File: src/rtl/pingpong_bank_ctrl_pkg.sv
// Shared definitions for the ping-pong bank controller: bank and read-sequencer
// state encodings plus the bank-index to one-hot select helper.
package pingpong_bank_ctrl_pkg;

  // The bankRAM always has exactly two banks
  localparam int NO_BANKS = 2;

  typedef logic [NO_BANKS-1:0] bank_mask_t;

  // Lifecycle of a single bank: FREE -> FILLING -> FULL -> READING -> FREE
  typedef enum logic [1:0] {
    FREE    = 2'd0,
    FILLING = 2'd1,
    FULL    = 2'd2,
    READING = 2'd3
  } bank_state_e;

  // Read sequencer: STREAM issues addresses, DRAIN covers the last RAM data cycle
  typedef enum logic [1:0] {
    IDLE   = 2'd0,
    STREAM = 2'd1,
    DRAIN  = 2'd2
  } rd_state_e;

  // Converts a bank index into its one-hot bank select
  function automatic bank_mask_t bankOneHot(input logic bankIdx);
    return bankIdx ? 2'b10 : 2'b01;
  endfunction

endpackage

File: src/rtl/pingpong_bank_ctrl_rd_seq.sv
// Read sequencer for the ping-pong controller. Streams one complete frame out of
// the read bank, delays the issue flag by the RAM read latency, and tells the
// parent when the bank can be released.
module pingpong_rd_seq
  import pingpong_bank_ctrl_pkg::*;
#(
  parameter int address_width = 12,
  parameter int frame_len     = 4096
) (
  input  logic                     i_clk,
  input  logic                     i_reset,
  input  logic                     i_frame_start,
  input  logic                     i_frame_valid,
  input  logic                     i_rd_bank,
  output logic                     o_accept,
  output logic                     o_release,
  output bank_mask_t               o_rd_bank_select,
  output logic [address_width-1:0] o_rd_address,
  output logic                     o_rd_data_valid,
  output logic                     o_rd_last,
  output logic                     o_busy
);

  localparam logic [address_width-1:0] RD_LAST = address_width'(frame_len - 1);

  rd_state_e                r_state;
  bank_mask_t               r_rdBankSelect;
  logic [address_width-1:0] r_rdAddress;
  logic                     r_dataValid;
  logic                     r_last;
  logic                     r_busy;
  logic                     w_accept;

  // A frame is only taken when idle and one is actually waiting
  assign w_accept  = (r_state == IDLE) && i_frame_start && i_frame_valid;
  assign o_accept  = w_accept;
  // The bank is handed back on the edge that leaves DRAIN
  assign o_release = (r_state == DRAIN);

  assign o_rd_bank_select = r_rdBankSelect;
  assign o_rd_address     = r_rdAddress;
  assign o_rd_data_valid  = r_dataValid;
  assign o_rd_last        = r_last;
  assign o_busy           = r_busy;

  // Read FSM with address counter and one-cycle valid/last delay matching RAM latency
  always_ff @(posedge i_clk or posedge i_reset) begin
    if (i_reset) begin
      r_state        <= IDLE;
      r_rdBankSelect <= '0;
      r_rdAddress    <= '0;
      r_dataValid    <= 1'b0;
      r_last         <= 1'b0;
      r_busy         <= 1'b0;
    end else begin
      r_dataValid <= (r_state == STREAM);
      r_last      <= (r_state == STREAM) && (r_rdAddress == RD_LAST);
      case (r_state)
        IDLE: begin
          if (w_accept) begin
            r_state        <= STREAM;
            r_rdBankSelect <= bankOneHot(i_rd_bank);
            r_rdAddress    <= '0;
            r_busy         <= 1'b1;
          end
        end
        STREAM: begin
          if (r_rdAddress == RD_LAST) begin
            r_state     <= DRAIN;
            r_rdAddress <= '0;
          end else begin
            r_rdAddress <= r_rdAddress + address_width'(1);
          end
        end
        DRAIN: begin
          r_state        <= IDLE;
          r_rdBankSelect <= '0;
          r_busy         <= 1'b0;
        end
        default: begin
          r_state        <= IDLE;
          r_rdBankSelect <= '0;
          r_busy         <= 1'b0;
        end
      endcase
    end
  end

endmodule

File: src/rtl/pingpong_bank_ctrl.sv
// Ping-pong controller for the two-bank capture memory. Fills one bank with a
// frame of samples while the other bank's completed frame is streamed to the
// consumer; drops and counts samples when both banks are occupied.
module pingpong_bank_ctrl
  import pingpong_bank_ctrl_pkg::*;
#(
  parameter int address_width = 12,
  parameter int frame_len     = 4096,
  parameter int cnt_width     = 16
) (
  input  logic                     i_clk,
  input  logic                     i_reset,
  input  logic                     i_sample_valid,
  output bank_mask_t               o_wr_bank_select,
  output bank_mask_t               o_wr_en,
  output logic [address_width-1:0] o_wr_address,
  output logic                     o_frame_valid,
  input  logic                     i_frame_start,
  output bank_mask_t               o_rd_bank_select,
  output logic [address_width-1:0] o_rd_address,
  output logic                     o_rd_data_valid,
  output logic                     o_rd_last,
  output logic                     o_overflow,
  output logic [cnt_width-1:0]     o_drop_count,
  output logic                     o_busy
);

  localparam logic [address_width-1:0] WR_LAST = address_width'(frame_len - 1);

  bank_state_e              r_bankState [NO_BANKS];
  logic                     r_wrBank;
  logic [address_width-1:0] r_wrAddress;
  logic [cnt_width-1:0]     r_dropCount;

  logic w_rdBank;
  logic w_filling;
  logic w_accept;
  logic w_wrDone;
  logic w_drop;
  logic w_release;
  logic w_startAccept;
  logic w_otherFree;
  logic w_stallExit;
  logic w_frameValid;

  // The read side always works on the bank that is not being written
  assign w_rdBank     = ~r_wrBank;
  assign w_filling    = (r_bankState[r_wrBank] == FILLING);
  assign w_accept     = i_sample_valid && w_filling;
  assign w_wrDone     = w_accept && (r_wrAddress == WR_LAST);
  assign w_drop       = i_sample_valid && !w_filling;
  assign w_frameValid = (r_bankState[w_rdBank] == FULL);
  // A bank being released this cycle counts as free so a completing frame swaps without a stall
  assign w_otherFree  = (r_bankState[w_rdBank] == FREE) || w_release;
  assign w_stallExit  = !w_filling && (r_bankState[w_rdBank] == FREE);

  assign o_wr_bank_select = bankOneHot(r_wrBank);
  assign o_wr_en          = w_accept ? bankOneHot(r_wrBank) : 2'b00;
  assign o_wr_address     = r_wrAddress;
  assign o_frame_valid    = w_frameValid;
  assign o_overflow       = w_drop;
  assign o_drop_count     = r_dropCount;

  pingpong_rd_seq #(
    .address_width (address_width),
    .frame_len     (frame_len)
  ) u_rdSeq (
    .i_clk            (i_clk),
    .i_reset          (i_reset),
    .i_frame_start    (i_frame_start),
    .i_frame_valid    (w_frameValid),
    .i_rd_bank        (w_rdBank),
    .o_accept         (w_startAccept),
    .o_release        (w_release),
    .o_rd_bank_select (o_rd_bank_select),
    .o_rd_address     (o_rd_address),
    .o_rd_data_valid  (o_rd_data_valid),
    .o_rd_last        (o_rd_last),
    .o_busy           (o_busy)
  );

  // Bank ownership and write counter; later assignments deliberately override earlier ones
  always_ff @(posedge i_clk or posedge i_reset) begin
    if (i_reset) begin
      r_bankState[0] <= FILLING;
      r_bankState[1] <= FREE;
      r_wrBank       <= 1'b0;
      r_wrAddress    <= '0;
    end else begin
      if (w_release) begin
        r_bankState[w_rdBank] <= FREE;
      end
      if (w_startAccept) begin
        r_bankState[w_rdBank] <= READING;
      end
      if (w_wrDone) begin
        r_bankState[r_wrBank] <= FULL;
        r_wrAddress           <= '0;
        if (w_otherFree) begin
          r_bankState[w_rdBank] <= FILLING;
          r_wrBank              <= ~r_wrBank;
        end
      end else if (w_accept) begin
        r_wrAddress <= r_wrAddress + address_width'(1);
      end else if (w_stallExit) begin
        r_bankState[w_rdBank] <= FILLING;
        r_wrBank              <= ~r_wrBank;
        r_wrAddress           <= '0;
      end
    end
  end

  // Saturating count of samples dropped while no bank can accept them
  always_ff @(posedge i_clk or posedge i_reset) begin
    if (i_reset) begin
      r_dropCount <= '0;
    end else if (w_drop && (r_dropCount != '1)) begin
      r_dropCount <= r_dropCount + cnt_width'(1);
    end
  end

endmodule
File: config.mk
export PLATFORM = sky130hd
export DESIGN_NAME = pingpong_bank_ctrl
export DESIGN_NICKNAME = d
export VERILOG_FILES = /design/src/rtl/pingpong_bank_ctrl_pkg.sv /design/src/rtl/pingpong_bank_ctrl_rd_seq.sv /design/src/rtl/pingpong_bank_ctrl.sv
export SDC_FILE = /design/constraint.sdc
export NUM_CORES = 1
export LEC_CHECK = 0
export ABC_AREA = 1
export BUFFER_PORTS_ARGS = -buffer_cell sky130_fd_sc_hd__buf_2
export CORE_ASPECT_RATIO = 0.9
export CORE_UTILIZATION = 50
export CTS_CLUSTER_SIZE = 24
export DETAILED_ROUTE_END_ITERATION = 10
export PLACE_DENSITY = 0.74
export SLEW_MARGIN = 20
export SYNTH_ARGS = -nofsm -noshare
export SYNTH_HDL_FRONTEND = slang
export SYNTH_SLANG_ARGS = --single-unit
export TNS_END_PERCENT = 1
File: constraint.sdc
create_clock -name i_clk -period 1.5 [get_ports i_clk]
set_clock_uncertainty 0.15 [all_clocks]
set_input_delay 0.075 -clock i_clk [delete_from_list [all_inputs] [get_ports i_clk]]
set_output_delay 0.075 -clock i_clk [all_outputs]
set_load 0.05 [all_outputs]
# ---- Yosys cells after proc, flatten, opt, wreduce, memory -nomap -nowiden
# Index checks and enable logic that the tools add are counted.
dict set report classes {
  mux 36
  eq_ne 11
  addsub 3
  magnitude_cmp 4
  n_reduce_logical 21
  bitwise_logic 15
}
# cell n
set op_table {}
lappend op_table {{two-way mux 12 bit} 5}
lappend op_table {{two-way mux 2 bit} 14}
lappend op_table {{adder 12 x 1 -> 12 bit (second input constant)} 2}
lappend op_table {{== test 12 bit (second input constant)} 2}
lappend op_table {{two-way mux 4 bit} 6}
lappend op_table {{one-hot mux 12 bit (2 select lines)} 1}
lappend op_table {{adder 16 x 1 -> 16 bit (second input constant)} 1}
lappend op_table {{inequality test 16 bit (second input constant)} 1}
lappend op_table {{logical AND 1 bit} 10}
lappend op_table {{one-hot mux 2 bit (2 select lines)} 2}
lappend op_table {{AND 2 bit} 3}
lappend op_table {{inequality test 2 x 1 -> 1 bit (second input constant)} 3}
lappend op_table {{OR 2 bit} 3}
lappend op_table {{AND reduction 2 bit} 3}
lappend op_table {{two-way mux 1 bit} 5}
lappend op_table {{AND 4 bit} 1}
lappend op_table {{demux 2 bit (select 1 bit)} 2}
lappend op_table {{== test 2 x 1 -> 1 bit (second input constant)} 2}
lappend op_table {{== test 2 bit (second input constant)} 2}
lappend op_table {{>= comparator 2 bit (second input constant)} 2}
lappend op_table {{zero test 2 bit} 2}
lappend op_table {{< comparator 2 x 1 -> 1 bit (second input constant)} 2}
lappend op_table {{NOT 1 -> 2 bit} 2}
lappend op_table {{NOT 2 bit} 2}
lappend op_table {{10 further kinds} 12}
dict set report word_totals {
  reg_bits 52
  word_cells 101
  in_bits 4
}

# ---- Longest topological paths before layout
# Gate-level depths: netlist (run 1).
dict set report depth {
  depth_word 15
  mapped_depth 11
}

# ---- By module
# Synthesis (run 1) repeated with hierarchy kept, for this count alone.
dict set report unflattened {
  cells_unflattened 427
  hier_area_um2 3216.8
}
# module area_each_um2 cells_per_inst seq_area_each_um2 instances
set by_module_without_submodules {}
lappend by_module_without_submodules {pingpong_bank_ctrl 2199.6 301 827.0 1}
lappend by_module_without_submodules {pingpong_rd_seq 1017.2 126 475.5 1}

# ---- Worst setup path before layout (run 1)
# Ideal clock, no wire load.
dict set report synth_timing {
  path_type {reg-to-reg}
  startpoint {reg r_dropCount[0] (netlist: o_drop_count[0])}
  endpoint {reg r_dropCount[12] (netlist: o_drop_count[12])}
  required_ps 1232
  t_arrival_ps 1714
  path_slack_ps -482
  stages_incl_launch_ff 10
  path_buffers 1
  cell_sequence {dfrtp_1 > ha_1 > nand3_1 > inv_1 > nand4_1 > nand2_4 > inv_2 > buf_6 > nand2_1 > nand2_1}
}
dict set report synth_via {
  elab_chain_len 2
  elab_cells_between_ends 3
  classes_between {add/sub (1); eq/ne (1); reduce/logical (1)}
}
# item line
set synth_lines {}
lappend synth_lines {{start, declared} pingpong_bank_ctrl.sv:33} ;# logic [cnt_width-1:0] r_dropCount;
lappend synth_lines {{start signal, assigned} pingpong_bank_ctrl.sv:118} ;# r_dropCount <= r_dropCount + cnt_width'(1);
lappend synth_lines {{branches (longest 2 deep; another with adder 16 x 1 -> 16 bit)} -}
# Parallel ways; which one is timed is not known.
# A chain may end at the register's enable or synchronous reset.

# ---- Final worst setup path (run 1)
dict set report layout_timing {
  startpoint {reg r_bankState[2] (netlist name)}
  endpoint {out o_wr_en[0]}
}
dict set report layout_via {
  elab_chain_len 6
}
# item line
set layout_lines {}
lappend layout_lines {{start, declared} pingpong_bank_ctrl.sv:30} ;# bank_state_e r_bankState [NO_BANKS];
lappend layout_lines {{two-way mux 2 bit (not written as such) (3 in a row)} pingpong_bank_ctrl.sv:48} ;# assign w_filling = (r_bankState[r_wrBank] == FILLING);
lappend layout_lines {{== test 2 x 1 -> 1 bit} pingpong_bank_ctrl.sv:48}
lappend layout_lines {{logical AND 1 bit} pingpong_bank_ctrl.sv:49} ;# assign w_accept = i_sample_valid && w_filling;
lappend layout_lines {{two-way mux 2 bit} pingpong_bank_ctrl.sv:58} ;# assign o_wr_en = w_accept ? bankOneHot(r_wrBank) : 2'b00;
lappend layout_lines {{end, declared} pingpong_bank_ctrl.sv:15} ;# output bank_mask_t o_wr_en,
# No other way between the ends. The select of a mux whose other input is x is not followed.

==> impl_metrics.csv, run 1 <==
group,metric,value,unit
timing,setup-violations-final,38,
route,ant_nets,0,
yosys,syn-cell-area,2970,sq um
die,chipHeight,75.2,microns
pwr,internal-power,2640,uW
yosys,synth-seq-cells,52,
route,viasPerCell,5.21,
pwr,p_comb_frac,0.431,
finish,layout_commonest_cell,"nand2_1",
route,drc,0,
pwr,power_density,1100,nW/um^2
clock_tree,clk_pin_slew,0.10,ns
finish,fin_nets,532,
global_route,grt_pass1_vias,2945,
timing,finalCritPeriodShare,1.16,
placement,io_buffers,54,
global_route,track_usage,0.255,
yosys,syn_area_per_cell,7.42,sq um
placement,placed_area,3800,sq um
placement,hpwl,5500,microns
worst_setup_path,crit_type,"reg2out",
yosys,async_flop_share,1.00,
timing,fin_crit,1.75,ns
worst_hold_path,hold_class,"in2reg",
yosys,ys_types,29,
clock_tree,clock-root-buffer,"clkbuf_8",
finish,final_area,4140,sq um
clock_tree,clock_insertion_delay_worst_skew,0.30,ns
worst_setup_path,path_max_fanout,3,
finish,mostFrequentLayoutCells,"125 x nand2_1, 66 x buf_4, 50 x buf_2",
global_route,grt_pass1_wl,12900,microns
route,wl_per_cell,12.7,microns
clock_tree,clockBufferDepth,2,
worst_hold_path,hp-start,"i_sample_valid",
pwr,p_leak,0.00209,uW
worst_setup_path,cp.arrival,1.52,ns
timing,drv_slew,0,
timing,max-slew-margin-rel,0.770,
job,maxCapViolCount,0,
global_route,overflow,0,
yosys,synth_top_cell_by_area,"dfrtp_1",
run_status,violations,"setup timing",
route,vias,3105,
worst_setup_path,r2r_start,"r_wrBank",
finish,final_layout_size_suffix_gt1_frac,0.373,
yosys,synth_top_area_share,0.429,
placement,dp_cells,581,
finish,insertedDiodeCount,0,
yosys,synth-edff-count,0,
die,num_rows,26,
finish,final_cells,596,
placement,finalWeightedCongestion,0.837,
global_route,grt_start_max_net_pins,53,
timing,worst_slack,-0.245,ns
clock_tree,cts_tree,"yes",
worst_setup_path,cp-end-kind,"output port",
run_status,status,"finished with violations",
yosys,yosysWarnings,0,
yosys,ys.flop_type,"dfrtp_1",
clock_tree,cts_num_sinks,52,
clock_tree,cts_buffers,5,
finish,postLayoutCoreUtil,0.727,
finish,areaGrowthSynthToFinish,39.1,%
timing,tightestPinTransition,0.344,ns
timing,fmax,0.573,GHz
pwr,p_seq_frac,0.381,
pwr,sw_frac_of_total,0.422,
pwr,ir_worst_vdd,1.09,mV
worst_setup_path,required,1.27,ns
die,start_util,0.522,
timing,rsz0062_at_grt,"true",
yosys,ys_seq_area_frac,0.438,
worst_setup_path,startpoint,"r_bankState[2]",
die,io_pins,55,
clock_tree,cts_max_level,2,
global_route,antenna_found_initial,0,
pwr,pwr-share-clk,0.188,
route,drt-pass1-iter-count,4,
die,die_w,83.3,microns
yosys,synth_cells,401,
route,drt_iter0_markers,169,
timing,hold_viol_final,0,
pwr,switchingPower,1920,uW
die,die_area,6260,sq um
route,drt_wl_total,7590,microns
die,core_area,5690,sq um
worst_setup_path,start_kind,"register",
yosys,synth_fp_nets,408,
worst_setup_path,rrSetupSlack,-0.19,ns
yosys,synth.area.top_cells,"dfrtp_1 43%, nand2_1 17%, nand3_1 7.6%",
-- worst paths after layout --
path                                           endpoint  depth (start not counted)
worst max-delay path                         o_wr_en[0]                          9
worst min-delay path                    o_wr_address[0]                          3
worst max register to register          o_wr_address[3]                         11
worst min register to register           u_rdSeq.o_busy                          2
max in group asynchronous                r_bankState[2]                          4
min in group asynchronous       u_rdSeq.o_rd_address[1]                          4
-- timing repair --
item,CTS,global route
setup endpoints to repair,51,54
hold endpoints to repair,52,0
pin swaps,8,4
hold buffers,1,0
gates resized for setup,38,18
buffers inserted,4,2
-- power by group through the flow --
stage	sequential (uW)	clock, uW	combinational [uW]
4_1_cts	1740	871	1950
6_report	1740	855	1970
2_1_floorplan	2450	0	531
3_5_place_dp	1760	0	1900
3_3_place_gp	1750	0	1860
5_1_grt	1760	928	2120
-- metrics by stage --
step	total power [uW]	hold slack [ns]	TNS (ns)	setup slack [ns]
2_1_floorplan	2980	0.130	-11.01	-0.260
3_3_place_gp	3600	-0.00406	-3.47	-0.136
3_5_place_dp	3660	-0.00443	-5.38	-0.181
4_1_cts	4560	0.0179	-3.55	-0.275
5_1_grt	4810	0.0124	-8.74	-0.329
6_report	4560	0.0230	-3.58	-0.245
-- registers in the layout, indices dropped and copies added, names as in the netlist --
signal and cells:
o_drop_count 16, o_wr_address 12, r_bankState 4, r_wrBank 1, u_rdSeq.o_busy 1, u_rdSeq.o_rd_address 12, u_rdSeq.o_rd_bank_select 2, u_rdSeq.o_rd_data_valid 1
u_rdSeq.o_rd_last 1, u_rdSeq.r_state 2
-- logic make-up (layout without fill, tap and decap cells) --
logic type	after synthesis	after routing	share of synthesized area
flip-flops	52	52	0.438
AND/OR/NAND/NOR	241	241	0.355
buffers and inverters	49	174	0.0724
XOR/XNOR	19	19	0.0560
adder cells (fa/ha/maj)	3	3	0.0126
AO/OA/AOI/OAI	37	37	0.0660
-- worst max-delay path: stages (launching register included) --
cell and delay (ns):
dfstp_2 0.55, inv_2 0.05, nand2_4 0.06, nand2_4 0.06, nor2_8 0.12, nand2_4 0.08, inv_4 0.06, nand2_4 0.05
inv_4 0.06, buf_8 0.13
-- synthesized netlist by cell type, types with 2 or more instances --
library cell,n
o22ai_1,2
buf_6,2
nand2_2,2
buf_4,4
ha_1,3
xor2_1,7
xnor2_1,12
inv_2,5
nand2_4,3
nor2_1,33
nor3_1,6
inv_1,36
nand4_1,8
nand2_1,136
o21ai_0,26
nand3_1,45
o21ai_1,5
nor2_2,4
dfrtp_1,51
o21bai_1,2
-- routing by layer --
metal | up-vias | track usage | wire [microns]
met4 | 0 | 0.0843 | 83
met5 | - | 0 | 0
met1 | 1482 | 0.308 | 3240
met2 | 83 | 0.470 | 3890
met3 | 8 | 0.0482 | 381
li1 | 1532 | - | -
-- area by class of cell --
cell class,count,area (sq um)
Clock inverter,2,13.8
Inverter,42,168
Sequential cell,52,1320
Tap cell,70,87.6
Fill cell,435,1560
Timing Repair Buffer,124,856
Multi-Input combinational cell,300,1610
Clock buffer,6,82.6
No activity file was read; power rests on OpenSTA's default activity.
==> run 2: changes to the inputs <==
GPL_TIMING_DRIVEN = 0   (was unset)
==> run 2 against run 1 <==
Effect of this change: the run still ends with setup timing left; global-route usage down 2.4 points; non-clock buffer count down 49; final cell count down 8.2%; fmax down 4.5%; power down 3.0%; critical path type unchanged; largest cell class unchanged; highest routed layer unchanged.
==> impl_metrics.csv, run 2 (synthesized netlist as in run 1, its figures left out) <==
group,metric,value,unit
run_status,status,"finished with violations",
run_status,violations,"setup timing",
global_route,grt_pass1_wl,11600,microns
finish,final_area,3870,sq um
global_route,antenna_found_initial,0,
die,chipHeight,75.2,microns
route,ant_nets,0,
clock_tree,clk_pin_slew,0.10,ns
finish,final_layout_size_suffix_gt1_frac,0.323,
pwr,ir_worst_vdd,0.995,mV
die,io_pins,55,
timing,fmax,0.547,GHz
timing,worst_slack,-0.328,ns
timing,setup-violations-final,54,
clock_tree,clock_insertion_delay_worst_skew,0.30,ns
finish,largest_reg_flops,16,
worst_setup_path,path_delay_family,"buffers and inverters",
worst_setup_path,cp_slowest_cell,"dfrtp_2",
clock_tree,cts_num_sinks,52,
global_route,overflow,0,
pwr,p_leak,0.00188,uW
worst_setup_path,cpPeakStageDelay,0.46,ns
finish,insertedDiodeCount,0,
clock_tree,clock-root-buffer,"clkbuf_8",
worst_setup_path,path_max_fanout,5,
timing,max-slew-margin-rel,0.565,
route,drt_iter0_markers,166,
global_route,grt_start_max_net_pins,53,
timing,rsz0062_at_grt,"true",
placement,placed_area,3380,sq um
worst_setup_path,worstPathCellList,"inv_2 -> buf_6 -> nand2_4 -> nand2_4 -> nor2_8 -> buf_6 -> nor2_4 -> buf_6",
placement,io_buffers,54,
pwr,power_density,1140,nW/um^2
die,die_area,6260,sq um
route,vias,2864,
timing,drv_slew,0,
die,die_w,83.3,microns
finish,layout_commonest_cell,"nand2_1",
global_route,grt_pass1_vias,2610,
timing,hold_ws,0.0493,ns
worst_setup_path,cp.arrival,1.60,ns
worst_setup_path,required,1.27,ns
clock_tree,cts_tree,"yes",
placement,dp_slack,-0.424,ns
die,num_rows,26,
placement,hpwl,4800,microns
die,start_util,0.522,
worst_hold_path,hold_class,"in2reg",
timing,setup_tns,-8.87,ns
worst_setup_path,cp-end-kind,"output port",
worst_setup_path,cp_common_cell,"buf_6",
clock_tree,cts_buffers,5,
die,core_area,5690,sq um
timing,fin_crit,1.83,ns
timing,finalCritPeriodShare,1.22,
timing,hold_viol_final,0,
timing,tightestPinTransition,0.653,ns
worst_setup_path,crit_buf_inv,4,
worst_setup_path,start_kind,"register",
route,viasPerCell,5.24,
route,drt-pass1-iter-count,4,
finish,fin_nets,483,
route,wl_per_cell,13.4,microns
finish,areaGrowthSynthToFinish,30.0,%
finish,postLayoutCoreUtil,0.679,
clock_tree,cts_max_level,2,
job,maxCapViolCount,0,
route,drc,0,
finish,mostFrequentLayoutCells,"121 x nand2_1, 49 x buf_2, 41 x nand3_1",
worst_setup_path,crit_type,"reg2out",
placement,finalWeightedCongestion,0.834,
clock_tree,clockBufferDepth,2,
route,drt_wl_total,7320,microns
global_route,track_usage,0.231,
run 2: repair_timing:
item / 4_1_cts / 5_1_grt
pin swaps: 9 / 7
setup endpoints to repair: 56 / 54
hold buffers: 1 / 0
setup buffers: 9 / 4
endpoints found under the hold margin: 51 / 0
gates resized for setup: 47 / 39
run 2: worst min-delay path, delay by kind of cell:
family / cells / cell delay (ns)
buf+inv: 1 / 0.15
simple gates: 1 / 0.15
compound gates: 1 / 0.09
run 2: path summary, 6_finish.rpt:
kind / from / slack [ns] / cells past startpoint / to
worst max-delay path: r_wrBank / -0.33 / 8 / o_overflow
worst min-delay path: i_sample_valid / 0.05 / 3 / o_wr_address[0]
worst max register to register: r_wrBank / -0.28 / 12 / o_drop_count[15]
worst min register to register: u_rdSeq.o_busy / 0.34 / 2 / u_rdSeq.o_busy
max in group asynchronous: i_reset / 0.44 / 3 / o_drop_count[5]
min in group asynchronous: i_reset / 0.27 / 3 / o_wr_address[8]
run 2: power breakdown:
part	internal [uW]	switching (uW)	leakage (uW)
Sequential	1610	236	0.000646
Clock	497	477	0.0000552
Combinational	431	1180	0.00117
Total	2530	1890	0.00188
run 2: per-stage QoR:
step / cells / power [uW]
after floorplan: 401 / 2980
after global placement: 525 / 3290
after detailed placement: 525 / 3330
after CTS: 543 / 4390
after global routing: 547 / 4670
final: 547 / 4420
run 2: routing by layer:
metal / vias up / track usage / part of all wire
li1: 1437 / - / -
met1: 1347 / 0.298 / 0.45
met2: 72 / 0.412 / 0.50
met3: 8 / 0.0439 / 0.045
met4: 0 / 0.0517 / 0.0097
met5: - / 0 / 0
run 2: layout make-up:
| class | instances | area (sq um) |
|---|---|---|
| Inverter | 42 | 179 |
| Fill cell | 462 | 1830 |
| Clock inverter | 2 | 35.0 |
| Timing Repair Buffer | 68 | 428 |
| Buffer | 7 | 75.1 |
| Sequential cell | 52 | 1320 |
| Multi-Input combinational cell | 300 | 1670 |
| Clock buffer | 6 | 72.6 |
| Tap cell | 70 | 87.6 |
==> run 3: changes to the inputs <==
PLACE_DENSITY = 0.79   (was 0.74)
clock period = 2.2 ns   (was 1.5 ns; I/O delays follow)
==> run 3 against run 2 <==
Effect of this change: the run now ends clean; non-clock buffer count shrank 13; die area did not move; first-iteration DRC count is 6.0% lower; via count down 1.7%; sequential power is 33% lower; power down 32%; sequential cell count is the same; register-to-register slack better by 0.54 ns.
==> impl_metrics.csv, run 3 (synthesized netlist as in run 1, its figures left out) <==
group,metric,value,unit
die,die_w,83.3,microns
finish,fin_nets,470,
finish,postLayoutCoreUtil,0.611,
placement,finalWeightedCongestion,0.844,
finish,multiInputGateArea,1460,sq um
clock_tree,cts_tree,"yes",
pwr,p_leak,0.00177,uW
placement,hpwl,4850,microns
clock_tree,cts_num_sinks,52,
job,maxCapViolCount,0,
route,drt-pass1-iter-count,4,
clock_tree,clock_insertion_delay_worst_skew,0.30,ns
worst_setup_path,crit_buf_inv,4,
route,wl_per_cell,12.4,microns
timing,fmax,0.486,GHz
finish,final_layout_size_suffix_gt1_frac,0.192,
die,io_pins,55,
route,ant_nets,0,
clock_tree,clock-root-buffer,"clkbuf_8",
die,core_area,5690,sq um
worst_setup_path,crit_type,"reg2out",
global_route,overflow,0,
worst_setup_path,path_delay_family,"flip-flops",
clock_tree,cts_max_level,2,
timing,drv_slew,0,
finish,fillers,528,
placement,dp_slack,0.293,ns
timing,fin_crit,2.06,ns
placement,io_buffers,54,
timing,hold_viol_final,0,
worst_setup_path,cpPeakStageDelay,0.56,ns
timing,setup-violations-final,0,
global_route,track_usage,0.217,
worst_setup_path,required,1.94,ns
worst_hold_path,hold_class,"in2reg",
worst_setup_path,cp-end-kind,"output port",
die,num_rows,26,
worst_setup_path,rrSetupSlack,0.26,ns
timing,finalCritPeriodShare,0.935,
global_route,grt_start_max_net_pins,53,
pwr,power_density,863,nW/um^2
worst_setup_path,worstPathCellList,"inv_1 -> nand2_1 -> nand2_2 -> nor2_8 -> nand2_4 -> inv_2 -> nand2_1 -> inv_1 -> buf_4",
pwr,ir_worst_vdd,0.660,mV
worst_setup_path,cp.arrival,1.80,ns
timing,tightestPinTransition,0.642,ns
worst_setup_path,path_max_fanout,7,
finish,areaGrowthSynthToFinish,17.0,%
clock_tree,clockBufferDepth,2,
die,die_area,6260,sq um
global_route,grt_pass1_vias,2508,
finish,layout_commonest_cell,"nand2_1",
run_status,status,"finished clean",
finish,mostFrequentLayoutCells,"135 x nand2_1, 54 x buf_2, 51 x dfrtp_1",
timing,worst_slack,0.142,ns
global_route,grt_pass1_wl,10900,microns
route,viasPerCell,5.28,
worst_setup_path,start_kind,"register",
route,drt_iter0_markers,156,
clock_tree,cts_buffers,5,
die,start_util,0.522,
finish,largest_reg_flops,16,
timing,max-slew-margin-rel,0.572,
route,drc,0,
clock_tree,clk_pin_slew,0.10,ns
route,vias,2815,
finish,insertedDiodeCount,0,
finish,regArea,1300,sq um
die,chipHeight,75.2,microns
worst_setup_path,cp_slowest_cell,"dfstp_2",
global_route,antenna_found_initial,0,
route,drt_wl_total,6600,microns
## run 3: per-layer routing
layer | GRT usage | vias to the layer above | wire, microns
met4 | 0.0575 | 0 | 59
li1 | - | 1409 | -
met1 | 0.282 | 1322 | 3050
met2 | 0.377 | 77 | 3160
met5 | 0 | - | 0
met3 | 0.0461 | 7 | 325
## run 3: tightest hold or removal path: stages
cell     delay [ns]
buf_2          0.13
nand2_4        0.12
o21ai_1        0.08
## run 3: repair_timing
item	in CTS	in global routing
resized for setup	0	3
setup endpoints to repair	0	1
endpoints found under the hold margin	51	0
hold buffers	1	0
setup buffers	0	0
## run 3: power breakdown
part           internal [uW]  total (uW)  switching, uW
sequential              1090        1240            150
clock                    448         758            310
combinational            244        1010            762
## run 3: worst paths after layout
| path | from | end | depth (start not counted) |
|---|---|---|---|
| max | r_bankState[2] | o_wr_en[0] | 9 |
| min reg2reg | u_rdSeq.o_busy | u_rdSeq.o_busy | 2 |
| min in group asynchronous | i_reset | u_rdSeq.o_rd_last | 3 |
| min | i_sample_valid | o_wr_address[2] | 3 |
| max in group asynchronous | i_reset | u_rdSeq.o_rd_address[11] | 3 |
| max reg2reg | u_rdSeq.o_rd_address[0] | u_rdSeq.o_rd_address[1] | 8 |
## run 3: area by class of cell
class | instances | share of cell area
clock buffers | 5 | 0.0198
clock inverters | 2 | 0.0173
multi-input cells | 300 | 0.419
plain buffers | 7 | 0.0165
repair buffers | 55 | 0.0813
well taps | 70 | 0.0252
flip-flops and latches | 52 | 0.374
inverters | 42 | 0.0460
## run 3: per-stage QoR
stage | area [sq um] | std cells | TNS [ns] | total power, uW | hold WS (ns)
finish | 3480 | 533 | 0 | 3000 | 0.0143
global route | 3480 | 533 | -0.00296 | 3160 | 0.0189
CTS | 3470 | 533 | 0 | 3020 | 0.00616
detailed placement | 3330 | 525 | 0 | 2260 | 0.102
global placement | 3330 | 525 | -2.18 | 2210 | 0.311
floorplan | 2970 | 401 | 0 | 2010 | 0.159
